**config.mk**
```make
export PLATFORM = sky130hd
export DESIGN_NAME = multi_lane_spi_rx
export DESIGN_NICKNAME = d
export VERILOG_FILES = /design/src/rtl/multi_lane_spi_rx.sv
export SDC_FILE = /design/constraint.sdc
export NUM_CORES = 1
export LEC_CHECK = 0
export ABC_AREA = 1
export CORE_ASPECT_RATIO = 2
export CORE_MARGIN = 2
export CORE_UTILIZATION = 25
export CTS_BUF_LIST = sky130_fd_sc_hd__clkbuf_8
export DETAILED_ROUTE_END_ITERATION = 7
export HOLD_SLACK_MARGIN = 0.12
export SLEW_MARGIN = 5
export SYNTH_ARGS = -nofsm -noshare
export SYNTH_HDL_FRONTEND = slang
export SYNTH_SLANG_ARGS = --single-unit
```
**constraint.sdc**
```tcl
create_clock -name synth_clk -period 5.2 [get_ports synth_clk]
set_input_delay 1.3 -clock synth_clk [delete_from_list [all_inputs] [get_ports synth_clk]]
set_output_delay 1.3 -clock synth_clk [all_outputs]
set_load 0.05 [all_outputs]
```
**src/rtl/multi_lane_spi_rx.sv**
```systemverilog
// Multi-lane SPI slave receiver: SCK/CS/MOSI are oversampled in synth_clk, LANES bits shift in per SCK rise.
// Last-beat pin to data_valid is SYNC_STAGES+3 clocks; a word arriving at a full FIFO is dropped and flags overflow.

module multi_lane_spi_rx_fifo #(
  parameter int WIDTH = 32,
  parameter int DEPTH = 4
) (
  input  logic             clk_i,
  input  logic             rst_n_i,
  input  logic             in_vld_i,
  input  logic [WIDTH-1:0] in_dat_i,
  output logic             in_rdy_o,
  output logic             out_vld_o,
  output logic [WIDTH-1:0] out_dat_o,
  input  logic             out_rdy_i
);
  localparam int AW = $clog2(DEPTH);

  logic [WIDTH-1:0] mem_q [DEPTH];
  logic [AW:0]      wr_ptr_q, wr_ptr_d;
  logic [AW:0]      rd_ptr_q, rd_ptr_d;
  logic             full, empty, wr_en, rd_en;

  assign empty = (wr_ptr_q == rd_ptr_q);
  assign full  = (wr_ptr_q[AW] != rd_ptr_q[AW]) && (wr_ptr_q[AW-1:0] == rd_ptr_q[AW-1:0]);

  // A pop frees the head slot in the same cycle, so a full FIFO still accepts a push alongside it.
  assign in_rdy_o  = ~full | out_rdy_i;
  assign out_vld_o = ~empty;
  assign out_dat_o = empty ? '0 : mem_q[rd_ptr_q[AW-1:0]];

  assign wr_en = in_vld_i & in_rdy_o;
  assign rd_en = out_rdy_i & ~empty;

  always_comb begin
    wr_ptr_d = wr_ptr_q;
    rd_ptr_d = rd_ptr_q;
    if (wr_en) wr_ptr_d = wr_ptr_q + 1'b1;
    if (rd_en) rd_ptr_d = rd_ptr_q + 1'b1;
  end

  always_ff @(posedge clk_i) begin
    if (!rst_n_i) begin
      wr_ptr_q <= '0;
      rd_ptr_q <= '0;
    end else begin
      wr_ptr_q <= wr_ptr_d;
      rd_ptr_q <= rd_ptr_d;
    end
  end

  always_ff @(posedge clk_i) begin
    if (wr_en) mem_q[wr_ptr_q[AW-1:0]] <= in_dat_i;
  end
endmodule

module multi_lane_spi_rx #(
  parameter int LANES       = 2,
  parameter int WORD_BITS   = 32,
  parameter int FIFO_DEPTH  = 4,
  parameter int SYNC_STAGES = 2
) (
  input  logic                 synth_clk,
  input  logic                 synth_rst_n,
  input  logic                 sck_in,
  input  logic                 cs_in,
  input  logic [LANES-1:0]     mosi_in,
  output logic [WORD_BITS-1:0] synth_data,
  output logic                 data_valid,
  input  logic                 read_data,
  output logic                 busy,
  output logic                 overflow,
  output logic                 frame_err,
  input  logic                 clear_err
);
  localparam int BEATS = WORD_BITS / LANES;
  localparam int CW    = $clog2(BEATS);
  localparam logic [CW-1:0] LAST_BEAT = CW'(BEATS - 1);

  logic [SYNC_STAGES-1:0] sck_sync_q;
  logic [SYNC_STAGES-1:0] cs_sync_q;
  logic [LANES-1:0]       mosi_sync_q [SYNC_STAGES];
  logic                   sck_prev_q;
  logic                   busy_q;

  always_ff @(posedge synth_clk) begin
    if (!synth_rst_n) begin
      sck_sync_q <= '0;
      cs_sync_q  <= '1;
      for (int i = 0; i < SYNC_STAGES; i++) mosi_sync_q[i] <= '0;
      sck_prev_q <= 1'b0;
      busy_q     <= 1'b0;
    end else begin
      sck_sync_q     <= {sck_sync_q[SYNC_STAGES-2:0], sck_in};
      cs_sync_q      <= {cs_sync_q[SYNC_STAGES-2:0], cs_in};
      mosi_sync_q[0] <= mosi_in;
      for (int i = 1; i < SYNC_STAGES; i++) mosi_sync_q[i] <= mosi_sync_q[i-1];
      sck_prev_q <= sck_sync_q[SYNC_STAGES-1];
      busy_q     <= ~cs_sync_q[SYNC_STAGES-1];
    end
  end

  logic             sync_sck, cs_act, sck_rise, cs_rise, cs_fall;
  logic [LANES-1:0] sync_mosi;

  assign sync_sck  = sck_sync_q[SYNC_STAGES-1];
  assign sync_mosi = mosi_sync_q[SYNC_STAGES-1];
  assign cs_act    = ~cs_sync_q[SYNC_STAGES-1];
  assign sck_rise  = sync_sck & ~sck_prev_q;
  assign cs_rise   = cs_act & ~busy_q;
  assign cs_fall   = ~cs_act & busy_q;

  logic [CW-1:0]        cnt_q, cnt_d;
  logic [WORD_BITS-1:0] shift_q, shift_d;
  logic                 wrap_q, wrap_d;
  logic                 push_q;
  logic [WORD_BITS-1:0] push_dat_q;
  logic                 ferr_set;

  always_comb begin
    cnt_d    = cnt_q;
    shift_d  = shift_q;
    wrap_d   = 1'b0;
    ferr_set = 1'b0;
    if (cs_rise) begin
      cnt_d   = '0;
      shift_d = '0;
    end else if (cs_fall) begin
      cnt_d    = '0;
      ferr_set = (cnt_q != '0);
    end else if (cs_act && sck_rise) begin
      shift_d = {shift_q[WORD_BITS-LANES-1:0], sync_mosi};
      if (cnt_q == LAST_BEAT) begin
        cnt_d  = '0;
        wrap_d = 1'b1;
      end else begin
        cnt_d = cnt_q + 1'b1;
      end
    end
  end

  // Completed word is captured the cycle after the wrap and offered to the FIFO one cycle later.
  always_ff @(posedge synth_clk) begin
    if (!synth_rst_n) begin
      cnt_q      <= '0;
      shift_q    <= '0;
      wrap_q     <= 1'b0;
      push_q     <= 1'b0;
      push_dat_q <= '0;
    end else begin
      cnt_q   <= cnt_d;
      shift_q <= shift_d;
      wrap_q  <= wrap_d;
      push_q  <= wrap_q;
      if (wrap_q) push_dat_q <= shift_q;
    end
  end

  logic fifo_in_rdy;
  logic ovf_q, ovf_d, ferr_q, ferr_d;

  multi_lane_spi_rx_fifo #(
    .WIDTH (WORD_BITS),
    .DEPTH (FIFO_DEPTH)
  ) u_fifo (
    .clk_i     (synth_clk),
    .rst_n_i   (synth_rst_n),
    .in_vld_i  (push_q),
    .in_dat_i  (push_dat_q),
    .in_rdy_o  (fifo_in_rdy),
    .out_vld_o (data_valid),
    .out_dat_o (synth_data),
    .out_rdy_i (read_data)
  );

  // A new error event in the same cycle as clear_err keeps the flag set.
  always_comb begin
    ovf_d  = ovf_q;
    ferr_d = ferr_q;
    if (clear_err) begin
      ovf_d  = 1'b0;
      ferr_d = 1'b0;
    end
    if (push_q && !fifo_in_rdy) ovf_d  = 1'b1;
    if (ferr_set)               ferr_d = 1'b1;
  end

  always_ff @(posedge synth_clk) begin
    if (!synth_rst_n) begin
      ovf_q  <= 1'b0;
      ferr_q <= 1'b0;
    end else begin
      ovf_q  <= ovf_d;
      ferr_q <= ferr_d;
    end
  end

  assign busy      = busy_q;
  assign overflow  = ovf_q;
  assign frame_err = ferr_q;
endmodule
```
==> impl_metrics.py <==
metrics = {
    "sta": {
        "report.final.hold_viol_count": 0,
        "finalCritPeriodShare_pct": 85.06,
        "worst_slack_ps": 777.1,
        "setup_violations": 0,
        "rsz0062_at_grt": "false",
        "fin_tns_setup_ps": 0,
        "period_needed_ps": 4423,
        "drv_slew": 0,
        "max_freq_ghz": 0.2261,
        "fin_skew_ps": 10.71,
        "worstMarginPinSlew_ps": 750.6,
        "slew_headroom_pct": 49.84,
    },
    "clock_tree": {
        "ctsHoldBuffers": 0,
        "cts_tree": "done",
        "clk_pin_slew_ps": 80,
        "root_buffer": "clkbuf_8",
        "htree_levels": 1,
        "worstSkewPairLatency_ps": 540,
        "postCtsSetupRepairBufs": 0,
        "cts_resized": 0,
        "cts-buffers-inserted": 27,
        "cts_buffer_depth": 3,
        "clock-sinks": 218,
    },
    "yosys": {
        "synth_top_area_share_pct": 45.73,
        "yosysWarningCount": 0,
        "synth_commonest_cells": "128 x edfxtp_1, 101 x nor2_1, 90 x dfxtp_1",
        "ys_seq_area_share_pct": 67.16,
        "synth_edf_count": 128,
        "synthDistinctLibCells": 33,
        "syn_nets": 761,
        "syn_inst": 744,
        "yosysMostFrequentCell": "edfxtp_1",
        "synth-seq-cells": 218,
        "yosys.area.top_type": "edfxtp_1",
        "ys_top_cells_by_area": "edfxtp_1 46%, dfxtp_1 21%, o21ai_0 5.1%",
        "syn_area_um2": 8406,
        "synth_flop_cell": "edfxtp_1",
        "syn_area_per_cell_um2": 11.30,
        "synthArstFlopShare_pct": 0,
    },
    "min_path": {
        "hold_path.class": "flip-flop to flip-flop",
        "holdPathEnd": "sck_sync_q[1]",
        "hold_depth": 2,
        "min_from": "sck_sync_q[0]",
    },
    "job": {
        "cap_violations": 0,
    },
    "status": {
        "status": "finished, final reports clean",
    },
    "global_routing": {
        "grt_pass1_vias": 5291,
        "grt_usage_pct": 10.04,
        "grt_max_degree": 49,
        "antenna_found_initial": 1,
        "grt_pass1_wl_um": 27720,
        "grt_overflow": 0,
    },
    "layout": {
        "nets": 801,
        "stdcell_area_um2": 9824,
        "drive_gt1_share_pct": 10.70,
        "area_growth_pct": 16.88,
    },
    "worst_setup_path": {
        "crit_path_cell_trace": "buf_4, o21ai_0, o22ai_1, nand2_1, inv_1, clkdlybuf4s50_1",
        "r2r-end": "u_fifo.mem_q[1][20]",
        "rr_worst_depth": 8,
        "cp_max_fo": 42,
        "critical_path.startpoint_type": "flip-flop",
        "rr_startpoint": "u_fifo.wr_ptr_q[1]",
        "slowest_stage": "dfxtp_2",
        "worstSetupPathType": "flip-flop to output pin",
        "max_stage_delay_ps": 800,
        "cp_data_arrival_time_ps": 3120,
        "critPathCaptureType": "output pin",
        "ff2ff_setup_slack_ps": 3390,
        "crit_required_ps": 3900,
    },
    "die": {
        "initial_core_util_pct": 25.17,
        "io_pins": 44,
        "rows": 95,
        "die_area_um2": 35190,
        "die_width_um": 133.7,
        "core_area_um2": 33400,
        "fp.dieH_um": 263.3,
    },
    "power": {
        "cellLeakagePower_uw": 0.003868,
        "ir_worst_vdd_mv": 0.2471,
        "p_per_area_nw_per_um2": 347.8,
    },
    "routing": {
        "drt-vias-per-instance": 4.282,
        "vias": 5314,
        "detail-route-antenna-nets": 0,
        "wire_per_inst_um": 14.35,
        "dr.pass1.iters": 4,
        "drtIter0Drc": 223,
        "drc": 0,
        "routed_wirelength_um": 17810,
    },
    "place": {
        "dp_hpwl_um": 11220,
        "gp_congestion": 0.7264,
        "portBuffers": 43,
        "dpl-instance-area_um2": 9209,
        "dpl_worst_slack_ps": 1320,
    },
}
-- per-stage QoR --
step | std cells | util [%] | total power [uW] | hold WS, ps
finish | 1241 | 29.41 | 3417 | 416.1
global route | 1241 | 29.41 | 3538 | 441.0
CTS | 1240 | 29.41 | 3460 | 418.5
detailed placement | 1191 | 27.57 | 2091 | 397.6
global placement | 1191 | 27.57 | 2090 | 399.7
floorplan | 744 | - | 2032 | 390.5
-- worst max path at each step --
stage	end	from	slack, ps
after floorplan	u_fifo.mem_q[3][0]	read_data	1910
after global placement	synth_data[22]	flip-flop	1340
after detailed placement	synth_data[15]	flip-flop	1320
after CTS	synth_data[15]	flip-flop	710
after global routing	synth_data[18]	flip-flop	570
final	synth_data[22]	flip-flop	780
-- cell type report --
cell class,instances,area [um^2]
Timing Repair Buffer,51,503.0
Sequential cell,218,5648
Antenna cell,1,2.502
Tap cell,436,545.5
Multi-Input combinational cell,407,2216
Clock buffer,30,412.9
Inverter,79,296.5
Clock inverter,19,200.2
Fill cell,3370,23580
-- cell usage in the layout, fill, tap and decap left out, types with 9 or more instances in the layout --
cell type,instances
edfxtp_1,128
nor2_1,97
dfxtp_1,88
o21ai_0,86
inv_1,75
nand2_1,61
clkdlybuf4s50_1,43
a21oi_1,41
mux2i_1,32
o22ai_1,32
clkbuf_8,30
nand3_1,10
ha_1,9
-- sequential cells by signal (all words and copies together), names as in the netlist, named ones only --
register         count
u_fifo.mem_q       128
push_dat_q          32
shift_q             32
cnt_q                4
mosi_sync_q          4
u_fifo.rd_ptr_q      3
u_fifo.wr_ptr_q      3
cs_sync_q            2
sck_sync_q           2
busy                 1
frame_err            1
overflow             1
push_q               1
sck_prev_q           1
wrap_q               1
-- critical path: cells and delay by family (launching register included) --
kind / cells / cell delay [ps]
buffers and inverters: 3 / 1230
AO/OA/AOI/OAI: 2 / 430
flip-flops: 1 / 800
AND/OR/NAND/NOR: 1 / 90
-- power breakdown --
part	switching, uW	leakage (uW)	internal [uW]	total, uW
Combinational	146	0.00148	70.9	217
Sequential	16.0	0.00206	1810	1830
Clock	630	0.000321	740	1370
Total	792	0.00387	2620	3420
-- per-layer routing --
layer | global-route usage [%] | vias to the layer above | part of all wire, %
li1 | - | 2618 | -
met1 | 9.290 | 2582 | 35
met2 | 20.91 | 83 | 59
met3 | 1.059 | 31 | 2.4
met4 | 4.830 | 0 | 3.3
met5 | 0 | - | 0
-- logic make-up after synthesis --
family	Yosys count	synth area share, %
AO/OA/AOI/OAI	169	10.88
buffers and inverters	119	6.594
XOR/XNOR	3	0.3127
flip-flops	218	67.16
adder cells (fa/ha/maj)	9	1.340
multiplexers	32	3.811
AND/OR/NAND/NOR	194	9.899
Power figures use the tool's default switching activity.
